File: src/rtl/seq_divider.sv
// seq_divider: radix-2 restoring divider with RV32M DIV/DIVU/REM/REMU semantics.
// One quotient bit per cycle; divide-by-zero and signed overflow resolve at accept.
module seq_divider #(
  parameter int WIDTH = 32
) (
  input  logic             clk,
  input  logic             rst,
  input  logic             in_valid,
  output logic             in_ready,
  input  logic [1:0]       op,
  input  logic [WIDTH-1:0] dividend,
  input  logic [WIDTH-1:0] divisor,
  output logic             out_valid,
  input  logic             out_ready,
  output logic [WIDTH-1:0] result,
  output logic             busy
);
  localparam int CW = $clog2(WIDTH);
  typedef enum logic [1:0] {IDLE, CALC, DONE} state_t;
  state_t           r_state, w_next;
  logic [CW-1:0]    r_cnt;
  logic             r_rem_sel, r_neg_q, r_neg_r;
  logic [WIDTH-1:0] r_div, r_rem, r_quo, r_result;
  logic             w_accept, w_retire, w_last, w_signed, w_a_neg, w_b_neg;
  logic             w_div0, w_ovf, w_special;
  logic [WIDTH-1:0] w_a_mag, w_b_mag, w_special_res, w_rem_next, w_quo_next, w_final;
  logic [WIDTH:0]   w_shift, w_trial;

  assign w_accept      = in_valid & in_ready;
  assign w_retire      = out_valid & out_ready;
  assign w_last        = r_cnt == CW'(WIDTH-1);
  assign w_signed      = ~op[0];
  assign w_a_neg       = w_signed & dividend[WIDTH-1];
  assign w_b_neg       = w_signed & divisor[WIDTH-1];
  assign w_a_mag       = w_a_neg ? -dividend : dividend;
  assign w_b_mag       = w_b_neg ? -divisor : divisor;
  assign w_div0        = divisor == '0;
  assign w_ovf         = w_signed & (dividend == {1'b1, {(WIDTH-1){1'b0}}}) & (&divisor);
  assign w_special     = w_div0 | w_ovf;
  assign w_special_res = w_div0 ? (op[1] ? dividend : '1) : (op[1] ? '0 : dividend);
  // The trial subtraction borrows into bit WIDTH when the divisor does not fit.
  assign w_shift       = {r_rem, r_quo[WIDTH-1]};
  assign w_trial       = w_shift - {1'b0, r_div};
  assign w_rem_next    = w_trial[WIDTH] ? w_shift[WIDTH-1:0] : w_trial[WIDTH-1:0];
  assign w_quo_next    = {r_quo[WIDTH-2:0], ~w_trial[WIDTH]};
  assign w_final       = r_rem_sel ? (r_neg_r ? -w_rem_next : w_rem_next)
                                   : (r_neg_q ? -w_quo_next : w_quo_next);

  always_ff @(posedge clk)
    r_state <= rst ? IDLE : w_next;

  always_comb begin
    w_next = r_state;
    case (r_state)
      IDLE:    w_next = w_accept ? (w_special ? DONE : CALC) : IDLE;
      CALC:    w_next = w_last ? DONE : CALC;
      DONE:    w_next = w_retire ? IDLE : DONE;
      default: w_next = IDLE;
    endcase
  end

  always_comb begin
    in_ready  = r_state == IDLE;
    out_valid = r_state == DONE;
    busy      = r_state != IDLE;
    result    = r_result;
  end

  always_ff @(posedge clk) begin
    if (rst) begin
      r_cnt     <= '0;
      r_result  <= '0;
      r_rem_sel <= 1'b0;
      r_neg_q   <= 1'b0;
      r_neg_r   <= 1'b0;
      r_div     <= '0;
      r_rem     <= '0;
      r_quo     <= '0;
    end else if (w_accept) begin
      r_rem_sel <= op[1];
      r_neg_q   <= w_a_neg ^ w_b_neg;
      r_neg_r   <= w_a_neg;
      r_quo     <= w_a_mag;
      r_rem     <= '0;
      r_div     <= w_b_mag;
      r_cnt     <= '0;
      r_result  <= w_special ? w_special_res : r_result;
    end else if (r_state == CALC) begin
      r_rem    <= w_rem_next;
      r_quo    <= w_quo_next;
      r_cnt    <= r_cnt + CW'(1);
      r_result <= w_last ? w_final : r_result;
    end
  end
endmodule
File: config.mk
export PLATFORM = sky130hd
export DESIGN_NAME = seq_divider
export DESIGN_NICKNAME = d
export VERILOG_FILES = /design/src/rtl/seq_divider.sv
export SDC_FILE = /design/constraint.sdc
export NUM_CORES = 1
export LEC_CHECK = 0
export CORE_UTILIZATION = 50
export CTS_CLUSTER_DIAMETER = 150
export DETAILED_ROUTE_END_ITERATION = 16
export DONT_BUFFER_PORTS = 1
export REMOVE_ABC_BUFFERS = 1
export SLEW_MARGIN = 25
export SYNTH_ARGS = -nofsm -noshare
export SYNTH_HDL_FRONTEND = slang
export SYNTH_SLANG_ARGS = --single-unit
File: constraint.sdc
create_clock -name clk -period 6.09 [get_ports clk]
set_input_delay 0.609 -clock clk [delete_from_list [all_inputs] [get_ports clk]]
set_output_delay 0.609 -clock clk [all_outputs]
set_load 0.005 [all_outputs]
Word level (Yosys, flattened, before mapping)
Cells that the tools add are included.

storage, ports and cells
  bits of input ports = 70
  flip-flop bits (word level) = 138
  word-level logic and storage cells = 58
  output and inout port bits = 35

operators by class
  $add $sub $neg = 6
  equality and inequality tests = 5
  bitwise logic cells = 10
  mux-type cells = 20
  reductions and logical operators = 8

operator list
  kind                                                   number
  2-to-1 mux 32 bit                                      15
  negation 32 bit                                        4
  subtractor 33 x 32 -> 33 bit                           1
  equality test 32 bit, second input constant            1
  zero test 32 bit                                       1
  AND reduction 32 bit                                   1
  2-to-1 mux 2 bit                                       4
  bitwise AND 1 bit                                      6
  one-hot mux 2 bit (3 select lines)                     1
  nonzero test 2 bit                                     3
  adder 5 x 1 -> 5 bit, second input constant            1
  equality test 5 bit, second input constant             1
  AND reduction 3 bit                                    1
  equality test 2 x 1 -> 1 bit, second input constant    1
  equality test 2 bit, second input constant             1
  zero test 2 bit                                        1
  inequality test 2 x 1 -> 1 bit, second input constant  1
  inverter 1 bit                                         2
  OR reduction 2 bit                                     1
  OR 1 bit                                               1
  XOR 1 bit                                              1

Depth between registers and ports, before layout
Gate-level depths: netlist of the first run.

  depth in word-level cells = 8
  mapped depth = 29
  mapped depth without buffers = 26

Worst setup path after synthesis of the first run
OpenSTA, ideal clock, no wires.

  path type = register to register
  start = reg r_quo[31]
  end = reg r_result[30], in the netlist result[30]
  buffers on the path = 3
  setup slack = 1.090 ns
  data required time = 5.994 ns
  library setup time = 0.096 ns
  arrival time = 4.904 ns
  clock period less this slack = 5.000 ns
  stages on the path, launching flop included = 26
  cells stage by stage = dfxtp_1 inv_1 ha_1 inv_1 fa_1 a211oi_1 o211a_1 or3_4 a2111oi_4 o21a_2 nor2_4 inv_2 buf_6 buf_2 buf_2 ha_1 nand2_1 or2_2 nand2b_1 or2_2 o31ai_1 nand2_1 xnor2_1 o21ai_1 a21oi_1 o41ai_2

on the way
  cells in the longest elaborated chain, start to end = 8
  elaborated cells between the ends (all ways) = 11
  classes of those cells = add/sub: 3; mux: 7; bitwise: 1

ends and longest elaborated chain
  what                                                 RTL line  RTL
  from (decl)                                          23        logic [WIDTH-1:0] r_div, r_rem, r_quo, r_result;
  from (signal assigned)                               83        r_quo <= w_a_mag;
  from (signal assigned)                               90        r_quo <= w_quo_next;
  subtractor 33 x 32 -> 33 bit                         43        assign w_trial = w_shift - {1'b0, r_div};
  2-to-1 mux 32 bit or inverter 1 bit (tied branches)  44, 45
  negation 32 bit, on equally long branches            46, 47
  2-to-1 mux 32 bit, on equally long branches          46, 47
  2-to-1 mux 32 bit *                                  46        assign w_final = r_rem_sel ? (r_neg_r ? -w_rem_next : w_rem_next)
  2-to-1 mux 32 bit *                                  92        r_result <= w_last ? w_final : r_result;
  2-to-1 mux 32 bit *                                  88        end else if (r_state == CALC) begin
  2-to-1 mux 32 bit *                                  79        end else if (w_accept) begin
  to (signal assigned)                                 87        r_result <= w_special ? w_special_res : r_result;
  to (signal assigned)                                 92
  to (decl)                                            23

Mark *: on every way between the ends. The rest lies on a longest branch, timed or not. The select of a mux whose other input is x is not followed.
A chain may end at the register's enable or synchronous reset.

Final worst setup path of the first run
Same ends and word-level chain as after synthesis.

==> results.tsv, run 1 <==
metric	value	unit
status	finished with violations	
failed_checks	DRC	
yosys.area_share.simple	24.2	%
yosys.area_share.xor_xnor	10.4	%
final_net_count	1611	
rows	54	
wl_per_cell	19.2	um
drtPass1Iterations	13	
diodes	0	
hold_viol	0	
dpl.hpwl	24.8	mm
crit_fanout	14	
drv_slew	0	
clockBufferDepth	2	
max-slew-margin-rel	33.0	%
hold_path.class	input port to flip-flop	
coreArea	0.0220	mm2
synthCells	1567	
routed_wl	34.4	mm
die-area	0.0232	mm2
synth-seq-cells	138	
place.gp.congestion	0.893	
cp-startpoint	r_quo[31]	
fin_area	0.0120	mm2
drc	5	
clkLatencyLatePin	0.43	ns
grt_max_degree	102	
cp-start-kind	flip-flop	
cts-root-buf	clkbuf_16	
die_w	152	um
drive_gt1_share	5.16	%
cts_tree	done	
ys_seq_area_share	24.4	%
setup-violations-final	0	
cp.arrival	5.85	ns
rsz0062_at_grt	false	
h-tree-depth	4	
max_freq	0.181	GHz
numCtsBuffers	17	
async_flop_share	0	%
die_h	152	um
finalCriticalPeriod	5.52	ns
total_leakage_power	0.00432	uW
worstHoldStart	rst	
synthAdderAreaFrac	6.43	%
synth_compound_area_share	27.2	%
synth_area_leaders	dfxtp_1 24%, nor2_1 6.6%, nand2_1 6.3%	
path_clk_slew	0.06	ns
critical_path_class	flip-flop to flip-flop	
maxCapViolations	0	
overflow	0	
fin_cells	1792	
cts_resized	0	
placed_cell_area	0.0114	mm2
peakVddDrop	206	uV
rr_startpoint	r_quo[31]	
place_inst	1762	
synth.most_common_cell	nor2_1	
drtIter0Drc	802	
grt_pass1_vias	10400	
cts.sink_count	138	
synth_edf_count	0	
post_cts_buffers	0	
grt_pass1_wl	55.8	mm
synth_top_family_by_area	compound AO/OA/AOI/OAI gates	
synthTopCellsByCount	200 x nor2_1, 191 x nand2_1, 138 x dfxtp_1	
yosys.area.top_type	dfxtp_1	
synthMuxAreaShare	1.88	%
io_buffers	0	
yosys_most_used_dff	dfxtp_1	
num_vias	11200	
finClkSkew	0.0135	ns
pwr_density_cell	277	mW/mm2
ioPinCount	105	
netlist.area_leader.share	24.4	%
start_util	51.4	%
yosys_warnings	0	
holdBufCountCts	0	
fin_setup_tns	0	ns
endpoint_kind	flip-flop	
synthToLayoutAreaGrowth	5.86	%
syn_area	0.0113	mm2
fin_crit_sh	90.6	%
cp.required	6.42	ns
worst_pin_slew	1.01	ns
syn_area_per_cell	7.22	um2
yosysUniqueCellTypes	83	
via_per_inst	6.26	
ant_nets	0	
grt_use_total	29.8	%
antenna_found_initial	1	
sequential cells by signal (all words and copies together), names as in the netlist, 2 cells and up:
name and cells:
result 32, r_div 32, r_state 2, r_rem 32, r_quo 32, r_cnt 5
logic make-up (layout without fill, tap and decap cells):
logic type	Yosys count	count (layout)
flops	138	138
xor+xnor	134	134
fa+ha+maj	62	62
mux	21	21
compound gates	457	457
buf+inv	160	105
simple gates	595	595
power breakdown:
| part | internal (uW) | leakage [uW] | switching [uW] |
|---|---|---|---|
| Combinational | 461 | 0.00291 | 792 |
| Clock | 628 | 0.000278 | 411 |
| Sequential | 960 | 0.00113 | 67.6 |
| Total | 2050 | 0.00432 | 1270 |
layout by cell type, fill, tap and decap left out, drive strengths merged, types with 39 or more instances in the layout:
master and n:
o21ai 71, ha 39, xnor2 61, dfxtp 138, inv 58, nand2 191
a211oi 67, a21oi 135, xor2 73, nor2 202, nor3 45
critical path, cell delays in order (launching register included):
cell and delay (ns):
dfxtp_1 0.40, inv_1 0.08, ha_1 0.19, inv_1 0.07, fa_1 0.21, a211oi_1 0.10
o211a_1 0.24, or3_4 0.42, a2111oi_4 0.47, nor3_2 0.15, nor2_4 0.14, buf_4 0.24
mux2i_1 0.32, ha_1 0.24, inv_1 0.09, nor4_1 0.48, a31oi_1 0.30, nor3_2 0.31
nand3_2 0.14, o31ai_2 0.22, xor2_1 0.17, a21oi_1 0.09, o41ai_2 0.33
worst paths after layout:
check	endpoint	slack, ns	cells past startpoint
min reg2reg	r_div[30]	0.45	2
max reg2reg	result[30]	0.57	22
max	result[30]	0.57	22
min	r_div[1]	0.26	1
through the flow:
step	setup WS, ns	hold slack [ns]	utilization [%]	total power (uW)
final	0.574	0.260	54.4	3320
after global routing	0.185	0.249	54.4	3530
after CTS	0.651	0.242	54.4	3330
after detailed placement	0.673	0.444	51.8	2290
after global placement	0.916	0.438	51.8	2280
after floorplan	0.448	0.426	-	1990
cell type report:
cell class	count	area (um2)
clock inverter	8	95.1
fill	2177	10000
clock buffer	22	474
tap	280	350
timing repair buffer	15	113
inverter	60	225
multi-input combinational	1269	7960
sequential	138	2760
per-layer routing:
layer | vias to the layer above | track usage, % | part of all wire, %
met3 | 28 | 4.35 | 5.4
li1 | 5542 | - | -
met5 | - | 0 | 0
met2 | 300 | 50.8 | 48
met1 | 5343 | 39.7 | 45
met4 | 0 | 6.73 | 1.5
Power figures use the tool's default switching activity.
==> inputs of run 2 (changes only) <==
PLACE_DENSITY = 0.62   (was not set)
==> results.tsv, run 2 (synthesized netlist as in run 1, its figures left out) <==
metric	value	unit
fin_cells	1796	
io_buffers	0	
wl_per_cell	19.1	um
grt_pass1_wl	55.7	mm
place.gp.congestion	0.875	
antenna_found_initial	0	
critical_path_class	flip-flop to flip-flop	
cts_tree	done	
holdBufCountCts	0	
total_leakage_power	0.00433	uW
final_net_count	1613	
grt_pass1_vias	10700	
p_total	3360	uW
endpoint_kind	flip-flop	
failed_checks	DRC	
dp_slack	0.665	ns
cp-startpoint	r_quo[31]	
power.share.combinational	37.6	%
nFillCells	2161	
via_per_inst	6.14	
fin_util	54.6	%
drtPass1Iterations	13	
cts.sink_count	138	
clockBufferDepth	2	
layout_setup_ws	0.553	ns
rr_startpoint	r_quo[31]	
pwr-share-seq	30.5	%
hold_viol	0	
ant_nets	0	
diodes	0	
grt_use_total	29.7	%
place_inst	1764	
die_h	152	um
layout_common_cells	197 x nor2_1, 189 x nand2_1, 137 x dfxtp_1, 135 x a21oi_1, 73 x xor2_1	
rsz0062_at_grt	false	
ioPinCount	105	
fin_crit_sh	90.9	%
ff2ff_path_depth	22	
h-tree-depth	4	
synthToLayoutAreaGrowth	6.24	%
ff_latch_area	0.00276	mm2
rr_endpoint	result[30]	
dpl.hpwl	24.8	mm
die-area	0.0232	mm2
grt_max_degree	102	
status	finished with violations	
p_clk_share	31.9	%
power.internal	2070	uW
fin_setup_tns	0	ns
num_vias	11000	
worst_pin_slew	1.07	ns
max_freq	0.181	GHz
setup-violations-final	0	
final_common_cell	nor2_1	
cp-start-kind	flip-flop	
overflow	0	
cp.arrival	5.87	ns
routed_wl	34.2	mm
crit_fanout	19	
start_util	51.4	%
cts-root-buf	clkbuf_16	
pwr_density_cell	279	mW/mm2
clkLatencyLatePin	0.43	ns
numCtsBuffers	17	
maxCapViolations	0	
drc	6	
finalCriticalPeriod	5.54	ns
rows	54	
peakVddDrop	180	uV
max-slew-margin-rel	28.6	%
path_clk_slew	0.07	ns
drtIter0Drc	742	
coreArea	0.0220	mm2
p_sw_share	38.4	%
finClkSkew	0.0110	ns
drive_gt1_share	5.41	%
multi_input_area	0.00796	mm2
cp.required	6.42	ns
die_w	152	um
endpoint	result[30]	
post_cts_buffers	0	
netSwitchingPower	1290	uW
cts_resized	0	
drv_slew	0	
hold_path.class	input port to flip-flop	
r2r_setup_slack	0.55	ns
## run 2: how the worst min path moves through the flow
stage	startpoint	to	slack (ns)	cells after the start
after global routing	rst	r_quo[6]	0.23	1
after CTS	rst	result[6]	0.24	1
after global placement	r_div[30]	r_div[30]	0.44	2
final	rst	result[7]	0.24	1
after floorplan	r_div[26]	r_div[26]	0.43	2
after detailed placement	r_div[31]	r_div[31]	0.44	2
## run 2: area by class of cell
type | count | area share [%]
Clock buffer | 22 | 4.03
Clock inverter | 10 | 0.968
Inverter | 60 | 1.87
Multi-Input combinational cell | 1269 | 66.2
Sequential cell | 138 | 23.0
Tap cell | 280 | 2.91
Timing Repair Buffer | 17 | 1.06
## run 2: layer usage
layer | wire, um | track usage, % | vias up
met4 | 640 | 7.70 | 0
met3 | 1730 | 5.63 | 35
met2 | 16200 | 50.3 | 256
li1 | - | - | 5546
met1 | 15700 | 38.7 | 5195
met5 | 0 | 0 | -
## run 2: power by group through the flow
stage | clock network, uW | logic (uW) | registers [uW]
finish | 1070 | 1260 | 1030
floorplan | 0 | 961 | 1030
global route | 1120 | 1410 | 1030
CTS | 1080 | 1250 | 1030
detailed placement | 0 | 1240 | 1050
global placement | 0 | 1240 | 1040
## run 2: stage by stage
step           hold WS [ns]  cell area [um2]
4_1_cts               0.240            12000
3_3_place_gp          0.438            11400
6_report              0.241            12000
5_1_grt               0.232            12000
3_5_place_dp          0.441            11400
2_1_floorplan         0.426            10900
## run 2: critical path, stage by stage, from the launching register on
cell and delay, ns:
dfxtp_1 0.40, inv_1 0.08, ha_1 0.20, inv_1 0.07, fa_1 0.22, a211oi_1 0.10, o211a_1 0.24, or3_4 0.41
a2111oi_4 0.46, nor3_2 0.14, nor2_4 0.14, buf_4 0.27, mux2i_1 0.31, ha_1 0.24, inv_1 0.10, nor4_1 0.52
a31oi_1 0.32, nor3_2 0.30, nand3_2 0.13, o31ai_2 0.22, xor2_1 0.17, a21oi_1 0.09, o41ai_2 0.31
